## config.mk

```make
export PLATFORM = sky130hd
export DESIGN_NAME = vga_capture
export DESIGN_NICKNAME = d
export VERILOG_FILES = /design/src/rtl/vga_capture.sv
export SDC_FILE = /design/constraint.sdc
export NUM_CORES = 1
export LEC_CHECK = 0
export ABC_AREA = 1
export BUFFER_PORTS_ARGS = -buffer_cell sky130_fd_sc_hd__buf_2
export CAP_MARGIN = 10
export CELL_PAD_IN_SITES_DETAIL_PLACEMENT = 0
export CELL_PAD_IN_SITES_GLOBAL_PLACEMENT = 1
export CORE_MARGIN = 2
export CORE_UTILIZATION = 30
export DETAILED_ROUTE_END_ITERATION = 10
export PLACE_DENSITY = 0.57
export SLEW_MARGIN = 15
export SYNTH_ARGS = -nofsm -noshare
export SYNTH_HDL_FRONTEND = slang
export SYNTH_SLANG_ARGS = --single-unit
```

## constraint.sdc

```tcl
create_clock -name clock -period 6.72 [get_ports clock]
set_input_delay 1.008 -clock clock [delete_from_list [all_inputs] [get_ports clock]]
set_output_delay 1.008 -clock clock [all_outputs]
set_load 0.01 [all_outputs]
```

## src/rtl/vga_capture.sv

```systemverilog
// VGA receive-side capture: samples the pixel bus, recovers x/y coordinates,
// checks line/frame timing, and issues framebuffer writes once a clean frame locks.
module vga_capture #(
  parameter int H_ACTIVE = 640,
  parameter int H_TOTAL  = 800,
  parameter int V_ACTIVE = 480,
  parameter int V_TOTAL  = 525
) (
  input  logic        clock,
  input  logic        reset,
  input  logic        hsync,
  input  logic        vsync,
  input  logic        blank_n,
  input  logic [7:0]  vga_r,
  input  logic [7:0]  vga_g,
  input  logic [7:0]  vga_b,
  output logic        pix_we,
  output logic [9:0]  pix_x,
  output logic [9:0]  pix_y,
  output logic [23:0] pix_data,
  output logic        frame_start,
  output logic        locked,
  output logic        err,
  output logic [1:0]  err_code,
  output logic [15:0] frame_cnt
);

  typedef enum logic [1:0] {SEEK, SYNC, LOCK} state_t;

  localparam logic [9:0]  H_ACT   = 10'(H_ACTIVE);
  localparam logic [9:0]  V_ACT   = 10'(V_ACTIVE);
  localparam logic [10:0] H_TOT   = 11'(H_TOTAL);
  localparam logic [10:0] V_TOT   = 11'(V_TOTAL);
  localparam logic [10:0] V_ACT_W = 11'(V_ACTIVE);

  state_t      state, next_state;
  logic        s1_hs, s1_vs, s1_blank, prev_hs, prev_vs;
  logic [23:0] s1_rgb;
  logic [9:0]  hcnt, xcnt, lcnt, ycnt;
  logic        skip_h;

  logic        hs_assert, vs_assert, line_had_pix;
  logic [10:0] line_len, lcnt_eff, ycnt_eff;
  logic [3:0]  chk;
  logic        any_err, err_valid, frame_ok, wr_en;
  logic [1:0]  code;

  function automatic logic [9:0] sat_inc(input logic [9:0] v);
    return (v == 10'h3FF) ? v : v + 10'd1;
  endfunction

  always_ff @(posedge clock or posedge reset) begin
    if (reset) begin
      s1_hs    <= 1'b0;
      s1_vs    <= 1'b0;
      s1_blank <= 1'b0;
      s1_rgb   <= '0;
      prev_hs  <= 1'b0;
      prev_vs  <= 1'b0;
    end else begin
      s1_hs    <= hsync;
      s1_vs    <= vsync;
      s1_blank <= blank_n;
      s1_rgb   <= {vga_r, vga_g, vga_b};
      prev_hs  <= s1_hs;
      prev_vs  <= s1_vs;
    end
  end

  assign hs_assert    = prev_hs & ~s1_hs;
  assign vs_assert    = prev_vs & ~s1_vs;
  assign line_had_pix = (xcnt != 10'd0);

  // A sync edge coinciding with hsync closes the line first, so the frame
  // totals include the line that ends on this very cycle.
  assign line_len = {1'b0, hcnt} + 11'd1;
  assign lcnt_eff = {1'b0, lcnt} + {10'd0, hs_assert};
  assign ycnt_eff = {1'b0, ycnt} + {10'd0, hs_assert & line_had_pix};

  assign chk[0] = hs_assert & ~skip_h & (line_len != H_TOT);
  assign chk[1] = hs_assert & line_had_pix & (xcnt != H_ACT);
  assign chk[2] = vs_assert & (lcnt_eff != V_TOT);
  assign chk[3] = vs_assert & (ycnt_eff != V_ACT_W);
  assign any_err = |chk;

  always_comb begin
    code = 2'd0;
    if (chk[0])      code = 2'd0;
    else if (chk[1]) code = 2'd1;
    else if (chk[2]) code = 2'd2;
    else if (chk[3]) code = 2'd3;
  end

  always_ff @(posedge clock or posedge reset) begin
    if (reset) begin
      hcnt <= '0;
      xcnt <= '0;
      lcnt <= '0;
      ycnt <= '0;
    end else begin
      hcnt <= hs_assert ? 10'd0 : sat_inc(hcnt);
      if (hs_assert)     xcnt <= 10'd0;
      else if (s1_blank) xcnt <= sat_inc(xcnt);
      if (vs_assert)      lcnt <= 10'd0;
      else if (hs_assert) lcnt <= sat_inc(lcnt);
      if (vs_assert)                      ycnt <= 10'd0;
      else if (hs_assert && line_had_pix) ycnt <= sat_inc(ycnt);
    end
  end

  always_comb begin
    next_state = state;
    case (state)
      SEEK:    if (vs_assert) next_state = SYNC;
      SYNC: begin
        if (any_err)        next_state = SEEK;
        else if (vs_assert) next_state = LOCK;
      end
      LOCK:    if (any_err) next_state = SEEK;
      default: next_state = SEEK;
    endcase
  end

  // The line in progress when SYNC is entered started before we were watching,
  // so its length is not trusted.
  always_ff @(posedge clock or posedge reset) begin
    if (reset) begin
      state  <= SEEK;
      skip_h <= 1'b0;
    end else begin
      state <= next_state;
      if (state == SEEK && next_state == SYNC) skip_h <= 1'b1;
      else if (hs_assert)                      skip_h <= 1'b0;
    end
  end

  assign locked    = (state == LOCK);
  assign err_valid = any_err & (state != SEEK);
  assign frame_ok  = vs_assert & ~any_err & (state != SEEK);
  assign wr_en     = (state == LOCK) & s1_blank & (xcnt < H_ACT) & (ycnt < V_ACT);

  always_ff @(posedge clock or posedge reset) begin
    if (reset) begin
      pix_we      <= 1'b0;
      pix_x       <= '0;
      pix_y       <= '0;
      pix_data    <= '0;
      frame_start <= 1'b0;
      err         <= 1'b0;
      err_code    <= '0;
      frame_cnt   <= '0;
    end else begin
      pix_we      <= wr_en;
      if (wr_en) begin
        pix_x    <= xcnt;
        pix_y    <= ycnt;
        pix_data <= s1_rgb;
      end
      frame_start <= frame_ok;
      err         <= err_valid;
      err_code    <= err_valid ? code : 2'd0;
      if (frame_ok) frame_cnt <= frame_cnt + 16'd1;
    end
  end

endmodule

```

==> impl_results.md <==
- Status: completed
- Syn Inst Count: 750
- Max-slew headroom: 32.68%
- Crit path largest cell delay: 660 ps
- CTS tree: yes
- Mean Syn Cell Area: 8.406 um2
- Power Internal: 0.001691 W
- Period utilization: 50.18%
- Clock skew: 10.85 ps
- GR Util All Layers: 14.70%
- Post-DR wirelength/cell: 13.73 um
- Routed WL: 15600 um
- Inserted Clock Buffers: 17
- Sw Ratio: 29.71%
- LEAKAGE: 3.953 nW
- Most common cell in the netlist: nand2_1
- Post-synth EDFFs: 0
- Port-buffer cells: 94
- Vias per cell: 4.611
- Combinational Power Share: 16.7%
- Worst-path clk slew: 60 ps
- Die span in y: 149.0 um
- Initial antenna violation count: 0
- Post-CTS Hold Fix Bufs: 0
- Final Cell Area: 7657 um2
- Unique masters post-synth: 37
- Net switching power: 0.0007147 W
- Layout cells sized above 1: 17.42%
- Clk pwr share: 39.9%
- PostCTS Resize Cnt: 0
- CP Class: reg2reg
- Netlist Area Pre-Place: 6305 um2
- Share of the synthesized area in the top cell type: 54.38%
- Post-CTS Setup Bufs: 0
- Reg area: 3428 um2
- Pre-Repair DR Iteration Count: 5
- Fin. Hold Viols: 0
- Antenna viol nets, final: 0
- PwrDens: 314.2 nW/um2
- Starting Density: 30.28%
- Post-synth top area cell: dfrtp_1
- CP endpoint kind: register
- I/O pins: 95
- Die X: 149.0 um
- Final weighted congestion in routability-driven placement: 0.7856
- Worst hold path class: reg2reg
- Drt initial violations: 294
- Top cells by area, synth: dfrtp_1 (54%), nand2_1 (15%), inv_1 (4.6%), o21ai_0 (3.9%), nor2_1 (3.8%)
- Pins Over Slew Limit: 0
- Crit-path slowest cell: nor2_1
- CP Buf/Inv Count: 2
- Max frequency: 296.6 MHz
- Setup TNS: 0 ps
- Htree depth: 4
- Total power: 0.002406 W
- Startpoint Class: register
- Asr flop ratio synth: 100.0%
- Share of power burned in registers: 43.4%
- Yosys warning total: 0
- Sequential area share after synthesis: 54.38%
- Largest net degree at the start of global routing: 76
- Unrepaired setup endpoints after global routing: false
- Dominant synthesized flop cell: dfrtp_1
- Post-Layout Cell Count: 1136
- Grt total ovfl: 0
- Worst slew pin tran: 1010 ps
- First-pass GRT wire length: 25610 um
- WP data arrival: 3680 ps
- Std-Cell Core Area: 20820 um2
- Drt drc: 0
- Fin nets: 888
- Yosys reg bits: 137
- Minimum clock period: 3372 ps
- # clock sinks: 137
- Placed Instance Area: 7056 um2
- Cells after DPL: 1105
- Mapped Nets: 789
- Footprint of the multi-input gates: 2485 um2
- Number of antenna diodes: 0
- Post-DP HPWL: 10760 um
- Final core occ: 36.77%
- CP delay by family, top: simple AND/OR/NAND/NOR gates
- Worst vdd ir: 148.6 uV
- Final setup vio count: 0
- Synthesis-to-finish area growth: 21.45%
- Synth cell count leaders: nand2_1 (245), dfrtp_1 (137), inv_1 (78)
- Die footprint: 22190 um2
- Critical path fanouts, max: 18
- Fillcell total: 2151
- CP Data Required Time: 7030 ps
- FP Rows: 53
- Cell mode on critical path: nand2_1
- Total of max-cap violations: 0
- Cells along the critical path: nor2_1 -> nand2_1 -> inv_1 -> ha_1 -> ha_1 -> inv_1 -> nor2_1 -> nand2_1 -> nand2_1 -> nand4_1 -> o21ai_0 -> nand2_2 -> nor2_8 -> nand2_1 -> nand2_1 -> nand2_1
- Worst-Skew Late Latency: 420 ps
- Vias in the first global route: 5021
- CTS max path bufs: 2
- Root Driver: clkbuf_16
- Vias: 5238
[final timing paths]
kind                                 start                         to  slack [ps]  cells past startpoint
setup / recovery           s1_hs$_DFF_PP0_   frame_cnt[1]$_DFFE_PP0P_        3350                     16
hold / removal             s1_hs$_DFF_PP0_          prev_hs$_DFF_PP0_         370                      0
setup reg to reg           s1_hs$_DFF_PP0_   frame_cnt[1]$_DFFE_PP0P_        3350                     16
hold reg to reg            s1_hs$_DFF_PP0_          prev_hs$_DFF_PP0_         370                      0
max in group asynchronous            reset  frame_cnt[13]$_DFFE_PP0P_        4660                      3
min in group asynchronous            reset   pix_data[21]$_DFFE_PP0P_         660                      2
[registers in the layout, summed over array words and instances (netlist names), 2 cells and up]
name       flops
pix_data      24
ycnt          10
xcnt          10
pix_y         10
state          2
lcnt          10
err_code       2
frame_cnt     16
hcnt          10
pix_x         10
s1_rgb        24
[cell families (layout without fill, tap and decap cells)]
| logic type | count (synthesis) | count (layout) | share of synthesized area [%] |
|---|---|---|---|
| compound gates | 85 | 85 | 7.264 |
| xor+xnor | 15 | 15 | 2.084 |
| fa+ha+maj | 10 | 10 | 1.985 |
| buf+inv | 97 | 208 | 6.291 |
| flops | 137 | 137 | 54.38 |
| simple gates | 406 | 406 | 28.00 |
[routing by layer]
metal	share of wire (%)	wire length [um]	global-route usage [%]
met1	49	7619	20.05
met2	45	6985	22.76
met3	5.1	802	3.333
met4	1.2	189	5.714
met5	0	0	0
[layout by cell type (no fill, tap or decap), types with 2 or more instances in the layout]
cell and instances:
clkbuf_1 2, a31oi_1 3, o21ai_0 49, buf_2 94
o21ai_1 3, nor2_1 63, clkinv_4 5, inv_6 2
nand3b_1 2, nand2_1 245, nand3_2 3, nor2_2 2
o21bai_1 2, dfrtp_1 137, buf_4 3, nor4_1 5
xor2_1 11, inv_1 77, a21oi_1 22, nor3_1 11
clkinvlp_4 2, clkbuf_16 17, nand2_2 8, nand4_1 21
o31ai_1 3, nand3_1 37, nor2_4 2, xnor2_1 4
ha_1 10, bufinv_16 3, nand4_2 3
[area by class of cell]
type                    instances  area share (%)
clock buffers                  19           5.654
clock inverters                12           2.206
inverters                      80           3.987
multi-input cells             516           32.45
flip-flops and latches        137           44.77
well taps                     275           4.493
repair buffers                 97           6.438
[worst register-to-register path, cell delays in order, from the launching register on]
cell and delay (ps):
dfrtp_1 370, nor2_1 660, nand2_1 270, inv_1 110, ha_1 200, ha_1 180
inv_1 50, nor2_1 140, nand2_1 70, nand2_1 80, nand4_1 120, o21ai_0 300
nand2_2 140, nor2_8 260, nand2_1 150, nand2_1 100, nand2_1 60
[metrics by stage]
stage               setup WS (ps)  hold slack (ps)
floorplan                    2044            354.3
CTS                          3293            373.9
global route                 2934            407.7
global placement             3449            359.1
finish                       3348            372.6
detailed placement           3322            359.2
[power by group through the flow]
stage	registers, W	logic, W	clock network, W
global route	0.00106	0.000463	0.00103
detailed placement	0.00106	0.000409	0
floorplan	0.00108	0.000215	0
finish	0.00104	0.000403	0.000960
global placement	0.00105	0.000406	0
CTS	0.00104	0.000411	0.000993
(Power assumes the default switching activity.)
